==> config.mk <==
export PLATFORM = sky130hd
export DESIGN_NAME = mdl_dacrx
export DESIGN_NICKNAME = d
export VERILOG_FILES = /design/src/rtl/mdl_dacrx_pkg.sv /design/src/rtl/mdl_dacrx_decode.sv /design/src/rtl/mdl_dacrx.sv
export SDC_FILE = /design/constraint.sdc
export NUM_CORES = 1
export LEC_CHECK = 0
export ABC_CLOCK_PERIOD_IN_PS = 5600
export BUFFER_PORTS_ARGS = -buffer_cell sky130_fd_sc_hd__buf_2
export CORE_ASPECT_RATIO = 1.4
export CORE_MARGIN = 3
export CORE_UTILIZATION = 25
export CTS_CLUSTER_SIZE = 28
export DETAILED_ROUTE_END_ITERATION = 6
export PLACE_DENSITY = 0.46
export SLEW_MARGIN = 40
export SYNTH_ARGS = -nofsm -noshare
export SYNTH_HDL_FRONTEND = slang
export SYNTH_HIERARCHICAL = 1
export SYNTH_SLANG_ARGS = --single-unit
export TNS_END_PERCENT = 10
==> constraint.sdc <==
create_clock -name i_EMUCLK -period 5.6 [get_ports i_EMUCLK]
set_clock_uncertainty 0.2 [all_clocks]
set_input_delay 0.84 -clock i_EMUCLK [delete_from_list [all_inputs] [get_ports i_EMUCLK]]
set_output_delay 0.84 -clock i_EMUCLK [all_outputs]
set_load 0.01 [all_outputs]
==> src/rtl/mdl_dacrx_pkg.sv <==
// Shared constants and types for the serial DAC receiver: frame geometry,
// float-field positions inside a frame word, and the sync FSM state type.
package mdl_dacrx_pkg;
   localparam int FRAME_BITS = 16;
   localparam int CNT_W      = 5;
   localparam int MANT_LSB   = 3;
   localparam int MANT_MSB   = 12;
   localparam int EXP_LSB    = 13;
   localparam int EXP_MSB    = 15;
   localparam int MANT_W     = MANT_MSB - MANT_LSB + 1;
   localparam int EXP_W      = EXP_MSB - EXP_LSB + 1;

   localparam logic [CNT_W-1:0] CNT_FRAME = CNT_W'(FRAME_BITS);
   localparam logic [CNT_W-1:0] CNT_MAX   = '1;

   typedef enum logic {
      ST_UNSYNC = 1'b0,
      ST_SYNC   = 1'b1
   } state_t;
endpackage

==> src/rtl/mdl_dacrx_decode.sv <==
// Float-to-linear conversion: 10-bit two's complement mantissa scaled by
// 2^(exp-1); exponent 0 means silence.
module mdl_dacrx_decode
   import mdl_dacrx_pkg::*;
(
   input  logic [MANT_W-1:0]     i_mant,
   input  logic [EXP_W-1:0]      i_exp,
   output logic [FRAME_BITS-1:0] o_lin
);

   logic [FRAME_BITS-1:0] w_sext;

   assign w_sext = {{(FRAME_BITS-MANT_W){i_mant[MANT_W-1]}}, i_mant};

   // Largest shift is 6, so a 10-bit mantissa always fits in 16 bits.
   always_comb begin
      o_lin = '0;
      if (i_exp != '0) begin
         o_lin = w_sext << (i_exp - 3'd1);
      end
   end

endmodule

==> src/rtl/mdl_dacrx.sv <==
// Serial DAC receiver: deserialises LSB-first frames delimited by the
// SH1/SH2 falling edges and converts each floating-point word to linear PCM.
module mdl_dacrx
   import mdl_dacrx_pkg::*;
(
   input  logic                  i_EMUCLK,
   input  logic                  i_IC_n,
   input  logic                  i_phi1_NCEN_n,
   input  logic                  i_SO,
   input  logic                  i_SH1,
   input  logic                  i_SH2,
   output logic [FRAME_BITS-1:0] o_L,
   output logic [FRAME_BITS-1:0] o_R,
   output logic                  o_L_VALID,
   output logic                  o_R_VALID,
   output logic                  o_FRAME_ERR,
   output logic                  o_SYNCED
);

   state_t                r_state;
   state_t                w_state_next;
   logic [FRAME_BITS-1:0] r_shift;
   logic [CNT_W-1:0]      r_cnt;
   logic                  r_sh1;
   logic                  r_sh2;
   logic                  r_cap;
   logic                  r_cap_ch;
   logic [FRAME_BITS-1:0] r_cap_word;
   logic [FRAME_BITS-1:0] r_L;
   logic [FRAME_BITS-1:0] r_R;
   logic                  r_l_valid;
   logic                  r_r_valid;
   logic                  r_err;
   logic                  w_en;
   logic                  w_fall1;
   logic                  w_fall2;
   logic                  w_capture;
   logic                  w_err_set;
   logic [FRAME_BITS-1:0] w_lin;

   assign w_en    = ~i_phi1_NCEN_n;
   assign w_fall1 = w_en & r_sh1 & ~i_SH1;
   assign w_fall2 = w_en & r_sh2 & ~i_SH2;

   always_ff @(posedge i_EMUCLK or negedge i_IC_n) begin
      if (!i_IC_n) begin
         r_state <= ST_UNSYNC;
      end else begin
         r_state <= w_state_next;
      end
   end

   always_comb begin
      w_state_next = r_state;
      w_capture    = 1'b0;
      w_err_set    = 1'b0;
      case (r_state)
         ST_UNSYNC: begin
            // The first edge only establishes frame alignment.
            if (w_fall1 | w_fall2) begin
               w_state_next = ST_SYNC;
            end
         end
         ST_SYNC: begin
            if (w_fall1 & w_fall2) begin
               w_err_set = 1'b1;
            end else if (w_fall1 | w_fall2) begin
               if (r_cnt == CNT_FRAME) begin
                  w_capture = 1'b1;
               end else begin
                  w_err_set = 1'b1;
               end
            end
         end
         default: w_state_next = ST_UNSYNC;
      endcase
   end

   always_ff @(posedge i_EMUCLK or negedge i_IC_n) begin
      if (!i_IC_n) begin
         r_shift    <= '0;
         r_cnt      <= '0;
         r_sh1      <= 1'b0;
         r_sh2      <= 1'b0;
         r_cap      <= 1'b0;
         r_cap_ch   <= 1'b0;
         r_cap_word <= '0;
         r_L        <= '0;
         r_R        <= '0;
         r_l_valid  <= 1'b0;
         r_r_valid  <= 1'b0;
         r_err      <= 1'b0;
      end else begin
         r_cap <= w_capture;
         // The closed frame is the register content before this enable's shift.
         if (w_capture) begin
            r_cap_word <= r_shift;
            r_cap_ch   <= w_fall2;
         end
         if (w_en) begin
            r_shift <= {i_SO, r_shift[FRAME_BITS-1:1]};
            r_sh1   <= i_SH1;
            r_sh2   <= i_SH2;
            if (w_fall1 | w_fall2) begin
               r_cnt <= CNT_W'(1);
            end else if (r_cnt != CNT_MAX) begin
               r_cnt <= r_cnt + CNT_W'(1);
            end
         end
         if (w_err_set) begin
            r_err <= 1'b1;
         end
         r_l_valid <= r_cap & ~r_cap_ch;
         r_r_valid <= r_cap & r_cap_ch;
         if (r_cap & ~r_cap_ch) begin
            r_L <= w_lin;
         end
         if (r_cap & r_cap_ch) begin
            r_R <= w_lin;
         end
      end
   end

   mdl_dacrx_decode u_decode (
      .i_mant (r_cap_word[MANT_MSB:MANT_LSB]),
      .i_exp  (r_cap_word[EXP_MSB:EXP_LSB]),
      .o_lin  (w_lin)
   );

   assign o_L         = r_L;
   assign o_R         = r_R;
   assign o_L_VALID   = r_l_valid;
   assign o_R_VALID   = r_r_valid;
   assign o_FRAME_ERR = r_err;
   assign o_SYNCED    = (r_state == ST_SYNC);

endmodule
Word-level counts from Yosys, hierarchy flattened:

Cells that the tools add are included.

* register bits after elaboration: 77
* input bits: 6

* add/sub/neg operators: 2
* equal/unequal tests: 2
* shifts and indexed selects: 1
* mux-type cells: 13
* bitwise gates (word level): 12
* reduce and logical (&&, ||, !) cells: 3

Operators by type and width (count)
* $mux W16: 1
* $shl A16 B3 Y16: 1
* $mux W1: 10
* $mux W5: 2
* $and A1 B1 Y1: 7
* $add A5 B1 Y5 const B: 1
* $eq A5 B5 Y1 const B: 1
* $ne A5 B5 Y1 const B: 1
* $not A1 Y1: 4
* $reduce_bool A3 Y1: 1
* $sub A3 B1 Y3 const B: 1
* $reduce_and A2 Y1: 1
* $reduce_bool A2 Y1: 1
* $or A1 B1 Y1: 1

Logic depth before layout (Yosys ltp):

* word-level depth: 7
* mapped depth: 8
* mapped depth without buffers: 6

Modules after synthesis:

The synthesis kept the hierarchy.

By module, submodules not included
* mdl_dacrx: times used 1, cells an instance 177, area each 2851.5 um^2, seq. area each 1776.7 um^2
* mdl_dacrx_decode: times used 1, cells an instance 55, area each 498.0 um^2, seq. area each 0.0 um^2

Worst setup path after synthesis:

Ideal clock, no wire load.

* path kind: reg-to-reg
* start: reg r_cap_word[13]
* end: reg r_L[7] (netlist: o_L[7])
* library setup time: 125 ps
* arrival: 1985 ps
* required time: 5275 ps
* setup slack: 3290 ps
* stages on the path, launching flop included: 9
* path buffers: 2
* clock period less this slack: 2310 ps
* path through: dfrtp_1 buf_2 inv_4 ha_1 buf_6 mux2_4 mux2i_4 o22ai_1 mux2_2

* word-level cells in the longest chain between the ends: 3
* elaborated cells between the ends (all ways): 4

RTL lines
* from (decl): RTL line mdl_dacrx.sv:28 `logic [FRAME_BITS-1:0] r_cap_word;`
* from (signal assigned): RTL line mdl_dacrx.sv:97 `r_cap_word <= r_shift;`
* $sub A3 B1 Y3: RTL line mdl_dacrx_decode.sv:19 `o_lin = w_sext << (i_exp - 3'd1);`
* $shl A16 B3 Y16: RTL line mdl_dacrx_decode.sv:19
* $mux W16 *: RTL line mdl_dacrx_decode.sv:18 `if (i_exp != '0) begin`
* named net w_lin[7]: RTL line mdl_dacrx.sv:39 `logic [FRAME_BITS-1:0] w_lin;`
* to (signal assigned): RTL line mdl_dacrx.sv:116 `r_L <= w_lin;`
* to (decl): RTL line mdl_dacrx.sv:29 `logic [FRAME_BITS-1:0] r_L;`

Mark *: on every way through the listed nets, which the timed path passes. The rest lies on a longest branch.
A chain may end at the register's enable or synchronous reset.

Worst setup path after layout:

* start: reg r_cap_word[13]
* end: reg r_L[8] (netlist: o_L[8])

The elaborated chain is that of the path after synthesis.

==> results.py <==
metrics = {
    "route": {
        "postRouteAntennaNets": 0,
        "dr.pass1.iters": 2,
        "dr_total_vias": 1945,
        "routed_wl_um": 6480,
        "wire_per_inst_um": 14.2,
        "drt_iter0_markers": 60,
        "viasPerCell": 4.25,
        "remaining_drc_errors": 0,
    },
    "grt": {
        "overflow": 0,
        "grt_pass1_vias": 2074,
        "grt_use_total_pct": 9.60,
        "grt_start_max_net_pins": 72,
        "grt_pass1_wl_um": 11300,
        "antenna_found_initial": 0,
    },
    "worst_setup_path": {
        "path_cells": "inv_4, ha_1, mux2_2, mux2i_1, o22ai_1, mux2_2",
        "cp_max_fo": 13,
        "cp-start-kind": "flop",
        "crit_family": "multiplexers",
        "crit_path_max_incr_delay_ns": 0.64,
        "cp.required_ns": 5.60,
        "cp_num_cells": 6,
        "cp_num_buf_inv": 1,
        "rrSetupSlack_ns": 2.80,
        "critical_path_class": "reg2reg",
        "crit_top_cell": "mux2_2",
        "crit_arrival_ns": 2.81,
        "cpMaxStageDelayCell": "ha_1",
        "ff2ff_path_depth": 6,
        "end_kind": "flop",
    },
    "yosys": {
        "synth_seq_cells": 71,
        "syn-cell-area_um2": 3350,
        "ys_seq_area_share_pct": 53.0,
        "synthCells": 232,
        "async_flop_share_pct": 100,
        "yosysTopAreaCell": "dfrtp_1",
        "synth_edf_count": 0,
        "synth_area_leaders": "dfrtp_1, mux2_2, mux2_4",
        "netlist-cell-type-count": 41,
        "synth_flop_cell": "dfrtp_1",
        "yosysWarningCount": 6,
        "synth_area_per_cell_um2": 14.4,
        "netlist.area_leader.share_pct": 53.0,
        "syn-num-nets": 243,
    },
    "final_layout": {
        "layout_common_cells": "dfrtp_1, mux2_2, buf_2",
        "final_common_cell": "dfrtp_1",
        "drive_above_1_share_pct": 51.4,
        "nets": 286,
        "diodes": 0,
        "area_growth_pct": 19.6,
    },
    "power": {
        "vdd_drop_max_uv": 124,
        "power_mw": 1.31,
        "p_per_area_nw_per_um2": 327,
        "power.leakage_nw": 1.92,
    },
    "floorplan": {
        "ios": 42,
        "dieArea_um2": 14800,
        "rows": 49,
        "fp.dieH_um": 143,
        "die_w_um": 104,
        "core_um2": 13000,
        "start_util_pct": 25.8,
    },
    "sta": {
        "tightest_slew_ns": 0.784,
        "finalMaxSlewViolations": 0,
        "fin_tns_setup_ns": 0,
        "whs_ns": 0.255,
        "rsz0062_at_grt": "false",
        "max_freq_mhz": 357,
        "setup_viol": 0,
        "relSlewSlack_pct": 47.5,
        "timing.final.crit_period_ns": 2.80,
        "finalHoldViolations": 0,
        "post-route-period-util_pct": 50.1,
    },
    "worst_hold_path": {
        "hold_depth": 1,
        "hold_path_class": "reg2reg",
    },
    "status": {
        "outcome": "finished clean",
    },
    "clock_tree": {
        "htreeDepth": 3,
        "clk_pin_slew_ns": 0.05,
        "clock_path_buffers": 2,
        "hold_buffers": 0,
        "cts_tree": "yes",
        "cts_buffers": 9,
        "postCtsResizedCells": 0,
        "cts_setup_buffers": 0,
        "clockRootBuffer": "clkbuf_16",
        "clk-insertion-delay-late_ns": 0.33,
        "numClockSinks": 71,
    },
    "placed_design": {
        "io_buffers": 41,
        "dpl.hpwl_um": 4610,
        "gp_congestion": 0.706,
    },
    "job": {
        "cap_violations": 0,
    },
}
==> path summary, 6_finish.rpt <==
| check | from | to |
|---|---|---|
| min reg2reg | o_FRAME_ERR | o_FRAME_ERR |
| max in group asynchronous | i_IC_n | o_R[10] |
| max | r_cap_word[13] | o_L[8] |
| min | o_FRAME_ERR | o_FRAME_ERR |
| max reg2reg | r_cap_word[13] | o_L[8] |
| min in group asynchronous | i_IC_n | o_R[2] |
==> synthesized netlist by cell type, types with 4 or more instances <==
cell,number
o22ai_1,8
dfrtp_1,71
mux2i_1,5
mux2_2,54
nor2_1,9
mux2i_4,5
ha_1,5
a22o_1,4
mux2_4,15
inv_1,6
buf_2,8
==> flip-flops by register name (all words and copies together) (netlist names) <==
name	count
o_L	16
o_FRAME_ERR	1
o_L_VALID	1
o_R	16
r_sh1	1
r_cap	1
r_sh2	1
r_shift	13
o_R_VALID	1
r_cap_ch	1
r_cap_word	13
r_cnt	5
o_SYNCED	1
==> layer usage <==
layer / share of wire [%] / GRT usage (%)
met1: 43 / 11.2
met2: 52 / 16.3
met3: 3.6 / 3.03
met4: 1.6 / 3.99
met5: 0 / 0
==> cell families after synthesis <==
logic type	count (synthesis)	share of synthesized area (%)
flops	71	53.0
buf+inv	18	3.10
simple gates	30	5.90
fa+ha+maj	5	1.87
mux	80	30.1
compound gates	28	6.01
==> layout make-up <==
| class | instances | area, um2 |
|---|---|---|
| inverter | 7 | 28.8 |
| tap | 178 | 223 |
| clock inverter | 3 | 17.5 |
| sequential | 71 | 1780 |
| fill | 1360 | 8990 |
| clock buffer | 13 | 260 |
| timing repair buffer | 43 | 224 |
| multi-input combinational | 143 | 1480 |
==> worst register-to-register path: stages (launching register included) <==
cell	delay, ns
dfrtp_1	0.55
inv_4	0.17
ha_1	0.64
mux2_2	0.43
mux2i_1	0.25
o22ai_1	0.14
mux2_2	0.29
==> power by group <==
part           internal (mW)  switching [mW]  leakage, nW
registers              0.569          0.0465        0.939
logic                 0.0922          0.0767        0.846
clock network          0.322           0.201        0.136
total                  0.984           0.324         1.92
==> through the flow <==
step	std cells	instance area, um2	utilization [%]	worst slack [ns]
after floorplan	232	3350	-	3.29
after global placement	442	3720	28.6	2.69
after detailed placement	442	3720	28.6	2.64
after CTS	458	4000	30.8	2.64
after global routing	458	4010	30.8	2.65
final	458	4010	30.8	2.80
Power figures use the tool's default switching activity.
